===== src/rtl/reg_write_queue_pkg.sv =====
// Shared widths, entry type and count-width constant for the writeback queue slice.
package mips16_wb_pkg;

   localparam int REG_ADDR_W = 3;
   localparam int REG_DATA_W = 16;
   localparam int WB_DEPTH   = 4;
   localparam int WB_CNT_W   = $clog2(WB_DEPTH) + 1;

   // One pending register write.
   typedef struct packed {
      logic [REG_ADDR_W-1:0] dest;
      logic [REG_DATA_W-1:0] data;
   } wb_entry_t;

endpackage


===== src/rtl/reg_write_queue_if.sv =====
// Producer handshake plus register-file write port seen by the writeback queue.
interface reg_write_queue_if
   import mips16_wb_pkg::*;
#(
   parameter int DATA_W = REG_DATA_W,
   parameter int ADDR_W = REG_ADDR_W
);

   logic              in_valid;
   logic              in_ready;
   logic [ADDR_W-1:0] in_dest;
   logic [DATA_W-1:0] in_data;
   logic              wr_grant;
   logic              reg_write_en;
   logic [ADDR_W-1:0] reg_write_dest;
   logic [DATA_W-1:0] reg_write_data;

   // Pipeline / register-file side.
   modport master (
      output in_valid, in_dest, in_data, wr_grant,
      input  in_ready, reg_write_en, reg_write_dest, reg_write_data
   );

   // Queue side.
   modport slave (
      input  in_valid, in_dest, in_data, wr_grant,
      output in_ready, reg_write_en, reg_write_dest, reg_write_data
   );

endinterface


===== src/rtl/reg_write_queue_bypass.sv =====
// Combinational youngest-match search over the occupied part of the circular buffer.
module reg_write_bypass
   import mips16_wb_pkg::*;
#(
   parameter int DEPTH  = WB_DEPTH,
   parameter int DATA_W = REG_DATA_W,
   parameter int ADDR_W = REG_ADDR_W
) (
   input  logic [DEPTH-1:0][ADDR_W-1:0] dests,
   input  logic [DEPTH-1:0][DATA_W-1:0] datas,
   input  logic [$clog2(DEPTH)-1:0]     head,
   input  logic [$clog2(DEPTH):0]       count,
   input  logic [ADDR_W-1:0]            rd_addr,
   output logic                         hit,
   output logic [DATA_W-1:0]            data
);

   localparam int PTR_W = $clog2(DEPTH);
   localparam int CNT_W = PTR_W + 1;

   logic [PTR_W-1:0] idx;

   // Walk from oldest to youngest so a later (younger) match overrides an earlier one;
   // r0 never hits because writes to it are never stored.
   always_comb begin
      hit  = 1'b0;
      data = '0;
      idx  = '0;
      for (int k = 0; k < DEPTH; k++) begin
         idx = head + PTR_W'(k);
         if ((CNT_W'(k) < count) && (rd_addr != '0) && (dests[idx] == rd_addr)) begin
            hit  = 1'b1;
            data = datas[idx];
         end
      end
   end

endmodule


===== src/rtl/reg_write_queue.sv =====
// In-order writeback queue in front of the register file write port, with two bypass lookups.
module reg_write_queue
   import mips16_wb_pkg::*;
#(
   parameter int DEPTH  = WB_DEPTH,
   parameter int DATA_W = REG_DATA_W,
   parameter int ADDR_W = REG_ADDR_W
) (
   input  logic                     clk,
   input  logic                     rst,
   reg_write_queue_if.slave         bus,
   input  logic [ADDR_W-1:0]        rd_addr_1,
   input  logic [ADDR_W-1:0]        rd_addr_2,
   output logic                     byp_hit_1,
   output logic                     byp_hit_2,
   output logic [DATA_W-1:0]        byp_data_1,
   output logic [DATA_W-1:0]        byp_data_2,
   output logic [$clog2(DEPTH):0]   count,
   output logic                     empty
);

   localparam int PTR_W = $clog2(DEPTH);
   localparam int CNT_W = PTR_W + 1;

   logic [DEPTH-1:0][ADDR_W-1:0] dest_mem;
   logic [DEPTH-1:0][DATA_W-1:0] data_mem;
   logic [PTR_W-1:0]             rd_ptr;
   logic [PTR_W-1:0]             wr_ptr;
   logic                         push_fire;
   logic                         store;
   logic                         pop;

   // Full/empty come from count only, so in_ready has no path from in_valid or wr_grant.
   assign empty        = (count == '0);
   assign bus.in_ready = (count < CNT_W'(DEPTH));

   // A handshake to r0 completes but is dropped; only real destinations occupy a slot.
   assign push_fire = bus.in_valid && bus.in_ready;
   assign store     = push_fire && (bus.in_dest != '0);
   assign pop       = !empty && bus.wr_grant;

   // Head entry drives the write port directly; zeros while nothing is pending.
   assign bus.reg_write_en   = pop;
   assign bus.reg_write_dest = empty ? '0 : dest_mem[rd_ptr];
   assign bus.reg_write_data = empty ? '0 : data_mem[rd_ptr];

   // Storage, pointers and occupancy; reset discards everything pending at once.
   always_ff @(posedge clk or posedge rst) begin
      if (rst) begin
         dest_mem <= '0;
         data_mem <= '0;
         rd_ptr   <= '0;
         wr_ptr   <= '0;
         count    <= '0;
      end else begin
         if (store) begin
            dest_mem[wr_ptr] <= bus.in_dest;
            data_mem[wr_ptr] <= bus.in_data;
            wr_ptr           <= wr_ptr + PTR_W'(1);
         end
         if (pop) begin
            rd_ptr <= rd_ptr + PTR_W'(1);
         end
         case ({store, pop})
            2'b10:   count <= count + CNT_W'(1);
            2'b01:   count <= count - CNT_W'(1);
            default: count <= count;
         endcase
      end
   end

   reg_write_bypass #(
      .DEPTH  (DEPTH),
      .DATA_W (DATA_W),
      .ADDR_W (ADDR_W)
   ) u_bypass_1 (
      .dests   (dest_mem),
      .datas   (data_mem),
      .head    (rd_ptr),
      .count   (count),
      .rd_addr (rd_addr_1),
      .hit     (byp_hit_1),
      .data    (byp_data_1)
   );

   reg_write_bypass #(
      .DEPTH  (DEPTH),
      .DATA_W (DATA_W),
      .ADDR_W (ADDR_W)
   ) u_bypass_2 (
      .dests   (dest_mem),
      .datas   (data_mem),
      .head    (rd_ptr),
      .count   (count),
      .rd_addr (rd_addr_2),
      .hit     (byp_hit_2),
      .data    (byp_data_2)
   );

endmodule

===== src/flat_wrapper.sv =====
// flat-port wrapper written by rule: the top's interface ports become plain ports
module reg_write_queue_flat import mips16_wb_pkg::*;
#(
   parameter int DEPTH  = WB_DEPTH,
   parameter int DATA_W = REG_DATA_W,
   parameter int ADDR_W = REG_ADDR_W
)
  (clk, rst, rd_addr_1, rd_addr_2, byp_hit_1, byp_hit_2, byp_data_1, byp_data_2, count, empty, bus_in_valid, bus_in_dest, bus_in_data, bus_wr_grant, bus_in_ready, bus_reg_write_en, bus_reg_write_dest, bus_reg_write_data);
  reg_write_queue_if #(.DATA_W(DATA_W), .ADDR_W(ADDR_W)) bus_i ();
  input  logic clk;
  input  logic rst;
  input  logic [ADDR_W-1:0] rd_addr_1;
  input  logic [ADDR_W-1:0] rd_addr_2;
  output logic byp_hit_1;
  output logic byp_hit_2;
  output logic [DATA_W-1:0] byp_data_1;
  output logic [DATA_W-1:0] byp_data_2;
  output logic [$clog2(DEPTH):0] count;
  output logic empty;
  input wire logic [$bits(bus_i.in_valid)-1:0] bus_in_valid;
  input wire logic [$bits(bus_i.in_dest)-1:0] bus_in_dest;
  input wire logic [$bits(bus_i.in_data)-1:0] bus_in_data;
  input wire logic [$bits(bus_i.wr_grant)-1:0] bus_wr_grant;
  output wire logic [$bits(bus_i.in_ready)-1:0] bus_in_ready;
  output wire logic [$bits(bus_i.reg_write_en)-1:0] bus_reg_write_en;
  output wire logic [$bits(bus_i.reg_write_dest)-1:0] bus_reg_write_dest;
  output wire logic [$bits(bus_i.reg_write_data)-1:0] bus_reg_write_data;
  assign bus_i.in_valid = bus_in_valid;
  assign bus_i.in_dest = bus_in_dest;
  assign bus_i.in_data = bus_in_data;
  assign bus_i.wr_grant = bus_wr_grant;
  assign bus_in_ready = bus_i.in_ready;
  assign bus_reg_write_en = bus_i.reg_write_en;
  assign bus_reg_write_dest = bus_i.reg_write_dest;
  assign bus_reg_write_data = bus_i.reg_write_data;
  reg_write_queue #(.DEPTH(DEPTH), .DATA_W(DATA_W), .ADDR_W(ADDR_W)) u_core (.clk(clk), .rst(rst), .bus(bus_i), .rd_addr_1(rd_addr_1), .rd_addr_2(rd_addr_2), .byp_hit_1(byp_hit_1), .byp_hit_2(byp_hit_2), .byp_data_1(byp_data_1), .byp_data_2(byp_data_2), .count(count), .empty(empty));
endmodule

===== config.mk =====
export PLATFORM = sky130hd
export DESIGN_NAME = reg_write_queue_flat
export DESIGN_NICKNAME = d
export VERILOG_FILES = /design/src/rtl/reg_write_queue_pkg.sv /design/src/rtl/reg_write_queue_if.sv /design/src/rtl/reg_write_queue_bypass.sv /design/src/rtl/reg_write_queue.sv /design/src/flat_wrapper.sv
export SDC_FILE = /design/constraint.sdc
export NUM_CORES = 1
export LEC_CHECK = 0
export CAP_MARGIN = 10
export CORE_AREA = 2 2 140 142
export DETAILED_ROUTE_END_ITERATION = 10
export DIE_AREA = 0 0 142 144
export GPL_TIMING_DRIVEN = 0
export PLACE_DENSITY = 0.63
export SLEW_MARGIN = 0
export SYNTH_ARGS = -nofsm -noshare
export SYNTH_HDL_FRONTEND = slang
export SYNTH_SLANG_ARGS = --single-unit

===== constraint.sdc =====
create_clock -name clk -period 7.63 [get_ports clk]
set_input_delay 1.9075 -clock clk [delete_from_list [all_inputs] [get_ports clk]]
set_output_delay 1.9075 -clock clk [all_outputs]
set_load 0.03 [all_outputs]

==> metrics.txt <==
Max-Cap Viols=0; mean instance size in the synthesized netlist=9.75 µm²; pins over their slew limit=0; global-route wire length before repair=31200 µm; max frequency=146 MHz; routability congestion estimate=0.937; initial standard-cell utilization of the core=0.344; commonest cells in the netlist=sky130_fd_sc_hd__mux2_2 (111), sky130_fd_sc_hd__nand2_1 (96), sky130_fd_sc_hd__dfrtp_1 (83); share of the core filled with cells in the final layout=0.420; Std-Cell Core Area=19100 µm²; detailed-placement wirelength estimate=15100 µm; clock insertion delay at the later pin of the skew report=0.36 ns; Filler cells=1822; largest net degree at the start of global routing=43; Worst Path Arrival=4.95 ns; relative slew slack=0.410; final count of hold timing violations=0; proportion of netlist area held by the largest area contributor=0.317; launch instance of the worst min-delay path=u_core.data_mem[26]$_DFFE_PP0P_; most frequent cell after synthesis=sky130_fd_sc_hd__mux2_2; Final Setup Violations=0; min-delay worst type=reg2reg; Vias=5592; CP Launch Type=input pin; count of synthesis-stage warnings from yosys=0; horizontal die dimension=142 µm; number of nets produced by synthesis=710; number of H-tree levels=3; final layout net count=804; clock-pin transition on the worst setup and hold timing paths=0.06 ns; Yosys top cell by area=sky130_fd_sc_hd__dfrtp_1; DRC=0; clock root buffer master=sky130_fd_sc_hd__clkbuf_16; post-synthesis sequential element count=83; initial antenna violation count=0; post-CTS sizing=0; RSZ-0062 raised after global routing=no; sequential cell area in the final layout=2080 µm²; critical-path maximum fanout=10; top area cells in the synthesized netlist=sky130_fd_sc_hd__dfrtp_1 (32%), sky130_fd_sc_hd__mux2_2 (19%), sky130_fd_sc_hd__mux2i_1 (7.6%); Overflow after GRT=0; final routed wire length divided by cell count=19.8 µm; Placement Cell Area=7700 µm²; Finished Cell Area=8020 µm²; Total Neg Setup Slack=0 ns; fraction of the yosys area taken by sequential cells=0.317; Ports=88; maximum buffer depth of the clock tree=2; total area of multi-input combinational cells=4200 µm²; Area Growth Syn to Fin=22.4%; ANT cells=0; die area=20400 µm²; total number of clock tree sinks=83; TritonRoute pass-1 iters=5; cts hold-fix bufs=0; cells after synthesis=672; run status=finished clean; CTS Buf Count=9; EDFF count, synth=0; Vias/cell=5.54; Worst Max-Slew Pin Slew=0.884 ns; Top FF cell, synth=sky130_fd_sc_hd__dfrtp_1; post-route setup slack=0.774 ns; setup bufs post-CTS=0; final cycle utilization of the critical path=0.899; remaining antenna violation count after routing=0; Data required, critical path=5.72 ns; WS Path Type=in2out; fraction of registers with async set or reset after synthesis=1.00; Critical R2R Launch=u_core.count[2]$_DFFE_PP0P_; Starting DRT DRC Count=484; die outline height=144 µm; TritonCTS clock tree=built; number of global-route vias before repair=5475; fraction of final layout cells sized beyond drive strength 1=0.223; standard-cell row count=51; number of I/O port buffers=82; total routing usage reported by global routing=0.200; Synth cell types=45; worst slack at placement=0.824 ns; time the worst path needs with I/O delays and setup=6.86 ns; netlist area before placement=6560 µm²; launch point of the worst path=rd_addr_1[1]; worst clock skew=0.00657 ns; element type at the critical path end=output port; Routed WL=20000 µm
==> flip-flops by register name, indices dropped and copies added (netlist names) <==
register         flops
u_core.count         3
u_core.rd_ptr        2
u_core.wr_ptr        2
u_core.data_mem     64
u_core.dest_mem     12
==> final cells by class <==
cell class,instances,share of cell area
Sequential cell,83,0.259
Inverter,9,0.00452
Buffer,50,0.0309
Tap cell,238,0.0371
Multi-Input combinational cell,530,0.523
Clock buffer,9,0.0281
Timing Repair Buffer,83,0.105
Clock inverter,7,0.0123
==> path summary, 6_finish.rpt <==
| check | cells after the start | to | slack [ns] |
|---|---|---|---|
| worst max register to register | 6 | u_core.data_mem[1]$_DFFE_PP0P_ | 4.91 |
| worst max-delay path | 9 | byp_data_1[10] | 0.77 |
| worst min register to register | 1 | u_core.data_mem[26]$_DFFE_PP0P_ | 0.53 |
| worst min-delay path | 1 | u_core.data_mem[26]$_DFFE_PP0P_ | 0.53 |
| min in group asynchronous | 2 | u_core.dest_mem[11]$_DFFE_PP0P_ | 1.96 |
| max in group asynchronous | 3 | u_core.data_mem[36]$_DFFE_PP0P_ | 5.06 |
==> per-layer routing <==
metal,global-route usage,share of wire
met1,0.268,0.45
met2,0.312,0.46
met3,0.0447,0.054
met4,0.0832,0.030
met5,0,0
==> layout by cell type (no fill, tap or decap), drive strengths merged, types with 14 or more instances in the layout <==
| cell | n |
|---|---|
| a211oi | 16 |
| o21ai | 50 |
| a21oi | 17 |
| nand2 | 96 |
| dfrtp | 83 |
| a221oi | 15 |
| nand3 | 18 |
| mux4 | 14 |
| clkdlybuf4s50 | 82 |
| mux2 | 111 |
| nor2 | 28 |
| mux2i | 50 |
| o211a | 16 |
| buf | 24 |
| nor2b | 24 |
| clkbuf | 36 |
| nor3 | 20 |
==> cell families after synthesis <==
kind of cell    count (synthesis)  share of synthesized area
compound gates                128                      0.144
xor+xnor                       22                     0.0294
fa+ha+maj                       9                     0.0172
buf+inv                        59                     0.0429
flops                          83                      0.317
mux                           175                      0.315
simple gates                  196                      0.134
==> metrics by stage <==
step | hold slack, ns | cells
3_3_place_gp | 0.505 | 992
3_5_place_dp | 0.516 | 993
4_1_cts | 0.531 | 1009
2_1_floorplan | 0.492 | 672
5_1_grt | 0.552 | 1009
6_report | 0.528 | 1009
==> worst max-delay path, cell delays in order <==
cell and delay (ns):
sky130_fd_sc_hd__clkbuf_1 0.27, sky130_fd_sc_hd__nor2b_1 0.25, sky130_fd_sc_hd__mux2_2 0.19, sky130_fd_sc_hd__a2bb2oi_2 0.08, sky130_fd_sc_hd__o22ai_1 0.50, sky130_fd_sc_hd__clkbuf_1 0.47
sky130_fd_sc_hd__a211oi_1 0.11, sky130_fd_sc_hd__a221oi_1 0.40, sky130_fd_sc_hd__clkdlybuf4s50_1 0.76
Power is not shown: default switching activity piles up to over one toggle a cycle in this logic, so the estimate is an artifact.
